`src/rtl/reg_file_param.sv`:
```
`default_nettype none
// ============================================================================
// Module      : reg_file_param
// Description : Parametrised register file, two registered read ports, one
//               write port, valid/ready request handshake, optional hardwired
//               zero register and a sequential soft-clear engine.
// Revision    : 1.0 - initial release
// ============================================================================
module reg_file_param #(
    parameter int DATA_W   = 8,
    parameter int ADDR_W   = 3,
    parameter int ZERO_REG = 0
) (
    input  logic              clk,
    input  logic              rst,
    input  logic              req_valid,
    output logic              req_ready,
    input  logic [1:0]        req_op,
    input  logic [ADDR_W-1:0] read_port_1,
    input  logic [ADDR_W-1:0] read_port_2,
    input  logic [ADDR_W-1:0] write_port_1,
    input  logic [DATA_W-1:0] write_data,
    output logic [DATA_W-1:0] read_data_1,
    output logic [DATA_W-1:0] read_data_2,
    output logic              rd_valid,
    output logic              busy,
    output logic              err
);

    localparam int DEPTH = 2 ** ADDR_W;

    localparam logic [1:0]        c_op_read  = 2'b00;
    localparam logic [1:0]        c_op_write = 2'b01;
    localparam logic [1:0]        c_op_clear = 2'b10;
    localparam logic [1:0]        c_op_ill   = 2'b11;
    localparam logic [ADDR_W-1:0] c_last     = ADDR_W'(DEPTH - 1);

    typedef enum logic [0:0] {
        ST_IDLE  = 1'b0,
        ST_CLEAR = 1'b1
    } state_t;

    state_t              r_state;
    state_t              w_state_nxt;
    logic [ADDR_W-1:0]   r_cnt;
    logic [DATA_W-1:0]   r_mem [DEPTH];
    logic [DATA_W-1:0]   r_rd1;
    logic [DATA_W-1:0]   r_rd2;
    logic                r_rd_valid;
    logic                r_err;

    logic                w_accept;
    logic                w_zero_wr;
    logic                w_wr_en;
    logic [DATA_W-1:0]   w_rd1;
    logic [DATA_W-1:0]   w_rd2;

    assign req_ready = (r_state == ST_IDLE);
    assign busy      = (r_state == ST_CLEAR);
    assign w_accept  = req_valid && req_ready;

    // Writes aimed at the hardwired zero register are dropped and flagged.
    assign w_zero_wr = (ZERO_REG != 0) && (write_port_1 == '0);
    assign w_wr_en   = w_accept && (req_op == c_op_write) && !w_zero_wr;

    // Address 0 reads as zero when the hardwired zero register is enabled.
    assign w_rd1 = ((ZERO_REG != 0) && (read_port_1 == '0)) ? '0 : r_mem[read_port_1];
    assign w_rd2 = ((ZERO_REG != 0) && (read_port_2 == '0)) ? '0 : r_mem[read_port_2];

    assign read_data_1 = r_rd1;
    assign read_data_2 = r_rd2;
    assign rd_valid    = r_rd_valid;
    assign err         = r_err;

    // State register; reset aborts any clear in progress.
    always_ff @(posedge clk or posedge rst) begin
        if (rst) begin
            r_state <= ST_IDLE;
        end else begin
            r_state <= w_state_nxt;
        end
    end

    // Next state: enter CLEAR on an accepted clear, leave after the last row.
    always_comb begin
        w_state_nxt = r_state;
        case (r_state)
            ST_IDLE: begin
                if (w_accept && (req_op == c_op_clear)) begin
                    w_state_nxt = ST_CLEAR;
                end
            end
            ST_CLEAR: begin
                if (r_cnt == c_last) begin
                    w_state_nxt = ST_IDLE;
                end
            end
            default: w_state_nxt = ST_IDLE;
        endcase
    end

    // Clear row counter; wraps back to 0 after the last row.
    always_ff @(posedge clk or posedge rst) begin
        if (rst) begin
            r_cnt <= '0;
        end else if (r_state == ST_CLEAR) begin
            r_cnt <= r_cnt + ADDR_W'(1);
        end else if (w_accept && (req_op == c_op_clear)) begin
            r_cnt <= '0;
        end
    end

    // Register array: one row per clear cycle, or a single write in IDLE.
    always_ff @(posedge clk or posedge rst) begin
        if (rst) begin
            for (int i = 0; i < DEPTH; i++) begin
                r_mem[i] <= '0;
            end
        end else if (r_state == ST_CLEAR) begin
            r_mem[r_cnt] <= '0;
        end else if (w_wr_en) begin
            r_mem[write_port_1] <= write_data;
        end
    end

    // Registered read ports with a one-cycle valid pulse and error pulse.
    always_ff @(posedge clk or posedge rst) begin
        if (rst) begin
            r_rd1      <= '0;
            r_rd2      <= '0;
            r_rd_valid <= 1'b0;
            r_err      <= 1'b0;
        end else begin
            r_rd_valid <= w_accept && (req_op == c_op_read);
            r_err      <= w_accept && ((req_op == c_op_ill) ||
                                       ((req_op == c_op_write) && w_zero_wr));
            if (w_accept && (req_op == c_op_read)) begin
                r_rd1 <= w_rd1;
                r_rd2 <= w_rd2;
            end
        end
    end

endmodule
`default_nettype wire

```
`config.mk`:
```
export PLATFORM = sky130hd
export DESIGN_NAME = reg_file_param
export DESIGN_NICKNAME = d
export VERILOG_FILES = /design/src/rtl/reg_file_param.sv
export SDC_FILE = /design/constraint.sdc
export NUM_CORES = 1
export LEC_CHECK = 0
export BUFFER_PORTS_ARGS = -buffer_cell sky130_fd_sc_hd__buf_2
export CAP_MARGIN = 20
export CELL_PAD_IN_SITES_DETAIL_PLACEMENT = 1
export CELL_PAD_IN_SITES_GLOBAL_PLACEMENT = 2
export CORE_UTILIZATION = 36
export DETAILED_ROUTE_END_ITERATION = 7
export MAX_ROUTING_LAYER = met4
export PLACE_DENSITY = 0.85
export SLEW_MARGIN = 10
export SYNTH_ARGS = -nofsm -noshare
export SYNTH_HDL_FRONTEND = slang
export SYNTH_SLANG_ARGS = --single-unit
export TNS_END_PERCENT = 10
```
`constraint.sdc`:
```
create_clock -name clk -period 2.06 [get_ports clk]
set_input_delay 0 -clock clk [delete_from_list [all_inputs] [get_ports clk]]
set_output_delay 0 -clock clk [all_outputs]
set_load 0.05 [all_outputs]
```
After elaboration in Yosys (flattened, before gate mapping)
Index checks and enable logic that the tools add are counted.
- add/subtract/negate cells: 1
- order comparisons: 6
- equal/unequal tests: 4
- multiplexer cells: 18
- bitwise gates (word level): 7
- reductions and logical operators: 10
- operators by type and width (operator ; count):
    64-bit 2-to-1 mux ; 2
    64-bit bitwise AND ; 1
    64-bit bitwise mux ; 1
    64-bit NOT ; 1
    8-bit binary-select mux with 3-bit select ; 2
    8-bit demux with 3-bit select ; 2
    8-bit 2-to-1 mux ; 6
    4-bit >= comparator (second input constant) ; 4
    3-bit NOT with 4-bit output ; 4
    4-bit by 1-bit less-than comparator with 1-bit output (second input constant) ; 2
    1-bit logical AND ; 7
    3-bit 2-to-1 mux ; 2
    2-bit equality test (second input constant) ; 2
    2-bit nonzero test ; 2
    3-bit by 1-bit adder with 3-bit output (second input constant) ; 1
    3-bit equality test (second input constant) ; 1
    2-bit by 1-bit equality test with 1-bit output (second input constant) ; 1
    2-bit zero test ; 1
    1-bit 2-to-1 mux ; 2
    1-bit one-hot mux with 2 select lines ; 1
    1-bit NOT ; 1
- flip-flop bits (word level): 86
- input bits: 22
- output and inout bits: 20
- logic and storage cells: 60

Longest topological paths before layout
Gate-level depths: netlist of run 1.
- depth after elaboration: 8
- gate-level depth with buffers: 5
- gate-level depth less buffers: 4

Worst setup path before layout of run 1
Ideal clock, no wire load.
- path type: reg-to-reg
- start point: reg r_state (netlist: busy)
- end point: reg r_mem[16] in the netlist's numbering
- setup time: 0.079 ns
- arrival: 1.738 ns
- required time: 1.981 ns
- path slack: 0.243 ns
- stages on the path, launching flop included: 6
- buffers on the path: 2
- period minus slack after synthesis: 1.817 ns
- cells stage by stage: dfrtp_1 > buf_2 > and4bb_2 > nand4b_1 > buf_2 > mux2i_1
- word-level cells in the longest chain between the ends: 4
- elaborated cells on any way between the ends: 5
- those cells by class: 1 x mux; 1 x bitwise; 3 x reduce/logical
- RTL lines (item ; line ; source):
    from (decl) ; 43 ; state_t r_state;
    from (signal assigned) ; 80 ; r_state <= w_state_nxt;
    1-bit NOT ; 58 ; assign req_ready = (r_state == ST_IDLE);
    1-bit logical AND ; 60 ; assign w_accept = req_valid && req_ready;
    1-bit logical AND ; 64 ; assign w_wr_en = w_accept && (req_op == c_op_write) && !w_zero_wr;
    2-bit nonzero test (no source line) ; n/a ;
    to (signal, indexed assignment) ; 122 ; r_mem[write_port_1] <= write_data;
    to (decl) ; 46 ; logic [DATA_W-1:0] r_mem [DEPTH];
Parallel ways exist; a longest one is shown, timed or not.
A chain may end at the register's enable or synchronous reset.

Worst setup path after layout of run 1
- start point: reg r_state (netlist: busy)
- end point: reg r_rd2[6] (netlist: read_data_2[6])
- word-level cells in the longest chain between the ends: 3
- RTL lines (item ; line ; source):
    1-bit NOT ; 58 ;
    1-bit logical AND ; 60 ;
    1-bit logical AND ; 137 ; if (w_accept && (req_op == c_op_read)) begin
    to (signal assigned) ; 139 ; r_rd2 <= w_rd2;
    to (decl) ; 48 ; logic [DATA_W-1:0] r_rd2;
Every way passes these cells.

==> metrics.md, run 1 <==
| Metric | Value |
|---|---|
| Top cell type's share of synthesized area | 45.3% |
| EDFF count, synth | 0 |
| Number of synthesized register bits | 86 |
| Antenna violations before repair | 0 |
| Drt drc | 0 |
| Reg2Reg Setup Slack | 320 ps |
| Post-route setup slack | approximately 320 ps |
| YS warnings | 0 |
| CTS-repair resized insts | 0 |
| Pre-Repair DR Iteration Count | 4 |
| Total congestion overflow | 0 |
| Die Height | 117 µm |
| Inserted Diodes | 0 |
| Max Cap Viol | 0 |
| CP Capture Type | flop |
| Tot Pwr | 6880 µW |
| Layout area overhead | 14.6% |
| Layout cells sized above 1 | 26.3% |
| HP Class | primary input to flop |
| Num Clock Sinks | 86 |
| Cells on worst reg2reg path | 3 |
| Largest area contributor in the netlist | dfrtp_1 |
| Type of origin of the critical path | flop |
| CTS Buf Count | 9 |
| GPL Wtd Cong | 0.808 |
| Worst Path Arrival | 1990 ps |
| RSZ-0062 raised after global routing | false |
| Vias | ~3.5k |
| Fin crit period | 1740 ps |
| Total GRT Usage | between 20% and 30% |
| Synth top area cells | dfrtp_1 45%, mux2i_1 20%, mux2_2 7.6% |
| Netlist cell types | 33 |
| Critical path type | flop to flop |
| Htree depth | 3 |
| Skew-Pair Late Insertion Delay | 350 ps |
| Vias in the first global route | 3788 |
| Most common cell in the netlist | mux2i_1 |
| Root Buffer | clkbuf_16 |
| Reg-to-Reg End | read_data_2[6] |
| DIE AREA | 0.0137 mm² |
| Cell area after synthesis | 0.00476 mm² |
| WP buf/inv | 1 |
| CTS tree | built |
| Mapped Cells | 426 |
| Finished Layout Cells | 640 |
| Power per cell area | 1260 mW/mm² |
| Syn Area/Cell | 11.2 µm² |
| Clock Skews | 8.72 ps |
| PortBufs | 41 |
| Reg clk slew, reported paths | 60 ps |
| Worst Path Max Fanout | 33 |
| Crit path required time | between 2000 and 2500 ps |
| Peak VDD IR | 0.463 mV |
| Post-Synthesis Net Count | 450 |
| Final Setup Violations | 0 |
| Buffer depth of the longest clock path | 2 |
| Ports | between 40 and 50 |
| Antenna viol nets, final | 0 |
| Dpl cells | 621 |
| WHS Endpoint | r_mem[3] |
| Dominant synthesized flop cell | dfrtp_1 |
| Final setup TNS | 0 ps |
| FFs w/ async S/R, synth | 100% |
| Largest net degree at the start of global routing | 48 |
| Outcome | completed |
| HP Start | write_data[3] |
| Max-slew headroom | around 38% |
| Worst slew pin tran | 931 ps |
| Leakage power | 0.00268 µW |
| Iter 0 DRT Violations | 234 |
| # nets final | ~490 |
| Fin Hold WS | 50.9 ps |
| Setup Fix Bufs, Post-CTS | 0 |
| Critical Path Slowest Stage Cell | or4b_1 |
| Via-per-instance ratio | 5.47 |
| Final Hold Vio Count | 0 |
| Filler instances | about 1.4k |
| CP top delay family | simple AND/OR/NAND/NOR gates |
| Starting density of the core | 37.2% |
| CP Launch Point | busy |
| Cell breakdown of the critical path | or4b_1 -> buf_4 -> o31ai_1 |
| Worst Hold Depth | 3 |
| CTS Hold Bufs | 3 |
| CORE AREA | around 0.013 mm² |
| Reg2reg start | busy |
| Final WL | 13800 µm |
| Pre-CTS setup slack | 335 ps |
| Post-synth top cells | 97 x mux2i_1, 87 x nand2_1, 86 x dfrtp_1, 32 x mux2_2 |
| Register area share after synthesis | between 40 and 50% |
| FMAX | ~580 MHz |
| Routed len/inst | 21.5 µm |
| First-pass GRT wire length | 21400 µm |
| Max Slew Vio Count | 0 |
| Largest stage delay on the critical path | 570 ps |
| Final HPWL DP | roughly 9400 µm |
| DIE WIDTH | 117 µm |
| Tcrit/Tclk final | 84.3% |
| Row cnt | 41 |
==> layout make-up <==
type | count | area [µm²] | area share (%)
timing repair buffer | 57 | 345 | 6.34
tap | 172 | 215 | 3.95
inverter | 11 | 45.0 | 0.826
multi-input combinational | 298 | 2420 | 44.5
sequential | 86 | 2150 | 39.5
clock inverter | 5 | 36.3 | 0.666
clock buffer | 11 | 233 | 4.27
==> layer usage <==
metal / vias up / share of wire [%] / global-route usage (%) / wire, µm
met2: 79 / 49 / 36.5 / 6740
met4: 0 / 2.9 / 10.2 / 399
met5: - / 0 / - / 0
li1: 1602 / - / - / -
met3: 20 / 3.0 / 4.69 / 418
met1: 1798 / 45 / 27.6 / 6230
==> flip-flops by register name (all words and copies together) (netlist names) <==
name	cells
busy	1
err	1
r_cnt	3
r_mem	64
rd_valid	1
read_data_1	8
read_data_2	8
==> worst reg2reg max path, delay by kind of cell, from the launching register on <==
family	cells	cell delay [ps]
simple gates	1	570
flops	1	480
compound gates	1	310
buf+inv	1	280
==> cells in the final DEF (no fill, tap or decap), types with 4 or more instances in the layout <==
cell type   count
a22o_1         16
buf_2          41
buf_4          12
clkbuf_16       9
clkinvlp_4      4
dfrtp_1        86
inv_1          10
mux2_2         32
mux2i_1        97
nand2_1        87
nand4b_1        5
o22ai_1        16
o31ai_2        13
==> power breakdown <==
part / total, µW / internal, µW / switching, µW / leakage [µW]
Sequential: 2790 / 2290 / 508 / 0.00115
Combinational: 2570 / 919 / 1650 / 0.00141
Clock: 1520 / 818 / 699 / 0.000122
==> kinds of logic after synthesis <==
logic type	synth area share [%]
adders and majority gates	0.526
muxes	28.0
AOI/OAI and AO/OA	9.26
buffers and inverters	4.05
DFF	45.3
and+or+nand+nor	12.9
==> stage by stage <==
step / cell area [µm²] / utilization, %
2_1_floorplan: 4760 / -
3_3_place_gp: 5150 / 40.3
3_5_place_dp: 5150 / 40.3
4_1_cts: 5450 / 42.7
5_1_grt: 5450 / 42.7
6_report: 5450 / 42.7
==> worst max path at each step <==
stage	to	slack, ps	depth (start not counted)
after floorplan	r_mem[16]	240	5
after global placement	read_data_2[6]	400	3
after detailed placement	read_data_1[0]	330	3
after CTS	read_data_2[6]	320	3
after global routing	read_data_2[6]	220	3
final	read_data_2[6]	320	3
Power figures use the tool's default switching activity.
==> run 2: changes to the inputs <==
--- a/config.mk
+++ b/config.mk
@@ -5,14 +5,15 @@
 export SDC_FILE = /design/constraint.sdc
 export NUM_CORES = 1
 export LEC_CHECK = 0
+export ABC_AREA = 1
 export BUFFER_PORTS_ARGS = -buffer_cell sky130_fd_sc_hd__buf_2
 export CAP_MARGIN = 20
 export CELL_PAD_IN_SITES_DETAIL_PLACEMENT = 1
 export CELL_PAD_IN_SITES_GLOBAL_PLACEMENT = 2
-export CORE_UTILIZATION = 36
+export CORE_UTILIZATION = 34
 export DETAILED_ROUTE_END_ITERATION = 7
 export MAX_ROUTING_LAYER = met4
-export PLACE_DENSITY = 0.85
+export PLACE_DENSITY = 0.89
 export SLEW_MARGIN = 10
 export SYNTH_ARGS = -nofsm -noshare
 export SYNTH_HDL_FRONTEND = slang
==> constraint.sdc (replaced) <==
create_clock -name clk -period 1.6 [get_ports clk]
set_input_delay 0 -clock clk [delete_from_list [all_inputs] [get_ports clk]]
set_output_delay 0 -clock clk [all_outputs]
set_load 0.05 [all_outputs]
==> run 2 against run 1 <==
Die area is 7.9% higher. Register-to-register slack got worse by 290 ps. Via count is 41% higher. Largest cell class unchanged.
==> metrics.md, run 2 <==
| Metric | Value |
|---|---|
| Final Setup Violations | 0 (unchanged) |
| EDFF count, synth | 0 (unchanged) |
| Max reg flops | 64 (unchanged) |
| Buffer depth of the longest clock path | 2 (unchanged) |
| HP Class | primary input to flop |
| FF/Latch Area | 0.00215 mm² (unchanged) |
| Register area share after synthesis | 44.4% (-0.89 points) |
| Worst slew pin tran | 677 ps (-255 ps) |
| Row cnt | 43 (+4.9%) |
| Starting density of the core | 34.9% (-2.3 points) |
| DIE AREA | 0.0147 mm² (+7.9%) |
| Syn Area/Cell | 6.98 µm² (-37%) |
| Outcome | completed |
| Worst Path Arrival | 1770 ps (-220 ps) |
| Filler instances | 1806 (+30%) |
| Leakage power | 0.00302 µW (+13%) |
| Pre-Repair DR Iteration Count | 5 (+1) |
| Antenna viol nets, final | 0 (unchanged) |
| CP Capture Type | flop |
| Netlist cell types | 16 (-52%) |
| Final HPWL DP | 12400 µm (+31%) |
| DIE WIDTH | 121 µm (+3.9%) |
| Max-slew headroom | 54.8% (+17 points) |
| Antenna violations before repair | 0 (unchanged) |
| Num Clock Sinks | 86 (unchanged) |
| Adder-cell share of the synthesized area | 0.516% (-0.010 points) |
| Htree depth | 3 (unchanged) |
| Final Hold Vio Count | 0 (unchanged) |
| Peak VDD IR | 0.904 mV (+95%) |
| Main combinational cell family by area after synthesis | simple AND/OR/NAND/NOR gates |
| YS warnings | 0 (unchanged) |
| Clock Skews | 13.2 ps (+4.51 ps) |
| Synth top area cells | dfrtp_1 44%, nand3_1 19%, nand2_1 17% |
| Drt drc | 0 (unchanged) |
| Fin Hold WS | 4.62 ps (-46.2 ps) |
| PortBufs | 41 (unchanged) |
| CORE AREA | 0.0139 mm² (+8.7%) |
| Cell area after synthesis | 0.00485 mm² (+2.0%) |
| FMAX | 638 MHz (+11%) |
| Max Cap Viol | 0 (unchanged) |
| Layout cells sized above 1 | 12.2% (-14 points) |
| Reg clk slew, reported paths | 70 ps (about the same) |
| First-pass GRT wire length | 27800 µm (+30%) |
| Crit path required time | 1810 ps (-500 ps) |
| Fin crit period | 1570 ps (-169 ps) |
| Root Buffer | clkbuf_16 |
| Largest net degree at the start of global routing | 33 (-31%) |
| RSZ-0062 raised after global routing | true |
| Reg-to-Reg End | r_mem[11] |
| Post-synthesis compound-gate area fraction | 6.29% (-3.0 points) |
| Total GRT Usage | 26.1% (+3.4 points) |
| Worst Hold Depth | 5 (+2) |
| Multi-input gate area | 0.00220 mm² (-9.3%) |
| Total congestion overflow | 0 (unchanged) |
| Post-route core utilization | 41.3% (-1.3 points) |
| Vias in the first global route | 5064 (+34%) |
| Skew-Pair Late Insertion Delay | 360 ps (about the same) |
| HP Start | write_data[1] |
| Largest area contributor in the netlist | dfrtp_1 |
| Vias | 4927 (+41%) |
| Most frequent cells in the layout | 211 x nand2_1, 188 x nand3_1, 89 x inv_1, 86 x dfrtp_1, 57 x o21ai_0 |
| Critical path type | flop to flop |
| Top cell type's share of synthesized area | 44.4% (-0.89 points) |
| # nets final | 771 (+58%) |
| Register with the most flip-flops | r_mem |
| GPL Wtd Cong | 0.822 (+1.8%) |
| Type of origin of the critical path | flop |
| WHS Endpoint | r_mem[49] |
| Dominant synthesized flop cell | dfrtp_1 |
| Tot Pwr | 9000 µW (+31%) |
| Die Height | 121 µm (+3.9%) |
| Multiplexer area fraction after synthesis | 0% (-28 points) |
| Post-Synthesis Net Count | 719 (+60%) |
| Layout area overhead | 18.3% |
| Xor/xnor cell area share of the yosys netlist | 0% (unchanged) |
| Reg2Reg Setup Slack | 30 ps (-290 ps) |
| CTS Buf Count | 9 (unchanged) |
| Design area | 0.00574 mm² (+5.3%) |
| Final WL | 17700 µm (+28%) |
| Routed len/inst | 18.9 µm (-12%) |
| Number of synthesized register bits | 86 (unchanged) |
| FFs w/ async S/R, synth | 100% (unchanged) |
| Tcrit/Tclk final | 98.0% (+14 points) |
| CP Launch Point | busy |
| Most common cell in the netlist | nand2_1 |
| Reg2reg start | busy |
| Post-synth top cells | 215 x nand2_1, 188 x nand3_1, 90 x inv_1, 86 x dfrtp_1, 60 x o21ai_0 |
| Iter 0 DRT Violations | 244 (+4.3%) |
| Post-DP Area | 0.00526 mm² (+2.2%) |
| Cells on worst reg2reg path | 6 (+3) |
| Mapped Cells | 695 (+63%) |
| CTS tree | built |
| Worst Path Max Fanout | 16 (-52%) |
| Power per cell area | 1570 mW/mm² (+24%) |
| Ports | 42 (unchanged) |
| Commonest non-fill, non-tap cell in the layout | nand2_1 |
| Max Slew Vio Count | 0 (unchanged) |
| Inserted Diodes | 0 (unchanged) |
| Via-per-instance ratio | 5.29 (-3.3%) |
| Post-synthesis simple-gate area fraction | 38.0% (+25 points) |
## run 2: cell types whose count changed after synthesis, moves of 5 or more
cell / delta
nand4b_1: -5
clkbuf_1: +16
o21ai_0: +57
mux2i_1: -97
inv_1: +79
o31ai_2: -13
buf_2: -15
nand2_1: +128
a22o_1: -16
mux2_2: -32
o22ai_1: -16
nand3_1: +187
nor2_1: +10
buf_6: +5
## run 2: repair_timing
item,in CTS,in global routing
hold endpoints to repair,29,0
resized for setup,2,13
endpoints found under the setup margin,2,58
buffers inserted,0,5
hold buffers,9,0
pin swaps,0,4
## run 2: worst max-delay path by stage
stage                            to  slack, ps
after global routing      r_mem[25]       -110
after floorplan           r_mem[51]       -210
after global placement    r_mem[11]        130
after detailed placement  r_mem[12]         10
after CTS                 r_mem[35]         30
final                     r_mem[11]         30
## run 2: metal layers
| layer | wire (µm) | part of all wire (%) | global-route usage, % | vias up |
|---|---|---|---|---|
| li1 | - | - | - | 2332 |
| met4 | 511 | 2.9 | 11.1 | 0 |
| met3 | 998 | 5.7 | 4.70 | 32 |
| met5 | 0 | 0 | - | - |
| met1 | 8260 | 47 | 35.4 | 2398 |
| met2 | 7890 | 45 | 38.1 | 165 |
## run 2: through the flow
stage	cells	TNS, ps	worst slack, ps
2_1_floorplan	695	-4750	-213
3_3_place_gp	902	0	126
3_5_place_dp	902	0	14.4
4_1_cts	927	0	33.8
5_1_grt	932	-2010	-106
6_report	932	0	31.7
## run 2: cell families after synthesis
family / after synthesis
adders and majority gates: 2
AOI/OAI and AO/OA: 61
DFF: 86
buffers and inverters: 125
and+or+nand+nor: 421
## run 2: where the power goes
| part | internal (µW) | total (µW) | switching (µW) |
|---|---|---|---|
| Sequential | 2820 | 3260 | 436 |
| Clock | 1260 | 2200 | 931 |
| Combinational | 977 | 3550 | 2570 |
## run 2: layout make-up
type	count	area share [%]
Sequential cell	86	37.5
Clock buffer	10	4.16
Timing Repair Buffer	74	8.83
Clock inverter	6	1.20
Multi-Input combinational cell	484	38.3
Inverter	92	6.08
Tap cell	180	3.92
## run 2: critical path, stage by stage, from the launching register on
cell	delay [ps]
dfrtp_1	390
inv_2	110
nand2_4	80
nor3_4	330
nand2_2	250
nand3_1	140
o21ai_0	110
==> run 3: changes to the inputs <==
--- a/config.mk
+++ b/config.mk
@@ -13,7 +13,7 @@
 export CORE_UTILIZATION = 34
 export DETAILED_ROUTE_END_ITERATION = 7
 export MAX_ROUTING_LAYER = met4
-export PLACE_DENSITY = 0.89
+export PLACE_DENSITY_LB_ADDON = 0.1
 export SLEW_MARGIN = 10
 export SYNTH_ARGS = -nofsm -noshare
 export SYNTH_HDL_FRONTEND = slang
==> run 3 against run 2 <==
Via count decreased by 1.7%. Largest cell class unchanged. Largest power group unchanged. First-iteration DRC count increased by 20%. Clock power increased by 9%. Maximum frequency decreased by 1.6%. Non-clock buffer count decreased by 8. Core utilization decreased by 0.18 points. Power increased by 1.2%. Critical path type unchanged. Sequential share of layout area increased by 0.16 points. Combinational power decreased by 3%. Design area decreased by 0.44%.
==> metrics.md, run 3 (synthesized netlist as in run 2, its figures left out) <==
| Metric | Value |
|---|---|
| Power per cell area | 1590 mW/mm² (+1.6%) |
| Antenna viol nets, final | 0 (unchanged) |
| DIE WIDTH | 121 µm (unchanged) |
| Most frequent cells in the layout | 214 x nand2_1, 188 x nand3_1, 89 x inv_1, 86 x dfrtp_1, 60 x o21ai_0 |
| Inserted Diodes | 0 (unchanged) |
| RSZ-0062 raised after global routing | true |
| Vias in the first global route | 4898 (-3.3%) |
| CP Capture Type | flop |
| Tcrit/Tclk final | 99.7% (+1.6 points) |
| Skew-Pair Late Insertion Delay | 360 ps (about the same) |
| Largest net degree at the start of global routing | 36 (+9.1%) |
| Total GRT Usage | 26.6% (+0.55 points) |
| Vias | 4842 (-1.7%) |
| Row cnt | 43 (unchanged) |
| Worst Hold Depth | 3 (-2) |
| Pre-CTS setup slack | 24.1 ps (+9.73 ps) |
| Num Clock Sinks | 86 (unchanged) |
| HP Start | req_op[1] |
| Post-route setup slack | 5.59 ps (-26.1 ps) |
| Final WL | 17600 µm (-0.50%) |
| First-pass GRT wire length | 28100 µm (+1.2%) |
| Die Height | 121 µm (unchanged) |
| Filler instances | 1797 (-0.50%) |
| Reg clk slew, reported paths | 70 ps (about the same) |
| Max Slew Vio Count | 0 (unchanged) |
| Critical path type | flop to flop |
| Max Cap Viol | 0 (unchanged) |
| Total congestion overflow | 0 (unchanged) |
| Post-route core utilization | 41.2% (-0.18 points) |
| Ports | 42 (unchanged) |
| Reg-to-Reg End | r_mem[18] |
| Worst slew pin tran | 579 ps (-97.3 ps) |
| Final Hold Vio Count | 0 (unchanged) |
| Drt drc | 0 (unchanged) |
| Max-slew headroom | 61.3% (+6.5 points) |
| HP Class | primary input to flop |
| Type of origin of the critical path | flop |
| Antenna violations before repair | 0 (unchanged) |
| Iter 0 DRT Violations | 294 (+20%) |
| Post-DP Area | 0.00530 mm² (+0.67%) |
| Fin crit period | 1590 ps (+26.1 ps) |
| Cells on worst reg2reg path | 6 (unchanged) |
| WHS Endpoint | err |
| Root Buffer | clkbuf_16 |
| Layout area overhead | 17.8% |
| Fin Hold WS | 9.91 ps (+5.29 ps) |
| Clock Skews | 6.61 ps (-6.62 ps) |
| GPL Wtd Cong | 0.816 (-0.78%) |
| Reg2reg start | busy |
| FMAX | 627 MHz (-1.6%) |
| Routed len/inst | 19.0 µm (+0.36%) |
| Reg2Reg Setup Slack | 6 ps (-30 ps) |
| # nets final | 763 (-1.0%) |
| Worst Path Max Fanout | 16 (unchanged) |
| Design area | 0.00571 mm² (-0.44%) |
| Peak VDD IR | 0.808 mV (-11%) |
| Commonest non-fill, non-tap cell in the layout | nand2_1 |
| CORE AREA | 0.0139 mm² (unchanged) |
| Worst Path Arrival | 1820 ps (+50 ps) |
| Pre-Repair DR Iteration Count | 4 (-1) |
| CTS tree | built |
| Crit path required time | 1820 ps (about the same) |
| Layout cells sized above 1 | 11.0% (-1.2 points) |
| PortBufs | 41 (unchanged) |
| Final Setup Violations | 0 (unchanged) |
| Outcome | completed |
| Via-per-instance ratio | 5.24 (-0.87%) |
| DIE AREA | 0.0147 mm² (unchanged) |
| Register with the most flip-flops | r_mem |
| Leakage power | 0.00298 µW (-1.4%) |
| Final HPWL DP | 12700 µm (+2.9%) |
| Max reg flops | 64 (unchanged) |
| Starting density of the core | 34.9% (unchanged) |
| Htree depth | 3 (unchanged) |
| Buffer depth of the longest clock path | 2 (unchanged) |
| CTS Buf Count | 9 (unchanged) |
==> run 3: worst max-delay path by stage <==
stage	start	to	slack, ps
final	busy	r_mem[18]	6
after global placement	busy	r_mem[31]	100
after floorplan	busy	r_mem[51]	-210
after CTS	busy	r_mem[3]	3
after global routing	busy	r_mem[27]	-140
after detailed placement	busy	r_mem[18]	20
==> run 3: power breakdown <==
part | internal [µW] | leakage [µW] | total, µW | switching, µW
registers | 2820 | 0.00116 | 3250 | 428
logic | 929 | 0.00166 | 3460 | 2530
clock network | 1430 | 0.000161 | 2400 | 975
==> run 3: final cells by class <==
type,count,area [µm²],area share (%)
clock buffers,10,239,4.18
repair buffers,66,475,8.32
inverters,92,349,6.11
flip-flops and latches,86,2150,37.7
multi-input cells,484,2180,38.2
well taps,180,225,3.94
clock inverters,6,92.6,1.62
==> run 3: routing by layer <==
layer  wire length [µm]  GRT usage (%)
met1               8370           36.9
met2               7800           38.3
met3                727           3.15
met4                677           13.2
met5                  0              -
==> run 3: critical path, cell delays in order (launching register included) <==
cell     delay (ps)
dfrtp_1         390
inv_2            80
nand2_2          90
nor3_4          270
nand2_1         350
nand3_1         170
o21ai_0         100
==> run 3: repair_timing <==
item | 4_1_cts | 5_1_grt
endpoints found under the setup margin | 0 | 39
resized for setup | 0 | 2
buffers inserted | 0 | 0
hold buffers | 8 | 0
hold endpoints to repair | 28 | 0
==> run 3: metrics by stage <==
stage,total power (µW),TNS (ps),instances
after CTS,9180,0,924
after detailed placement,6730,0,900
final,9110,0,924
after global placement,6620,0,900
after global routing,9720,-2360,924
after floorplan,5600,-4750,695
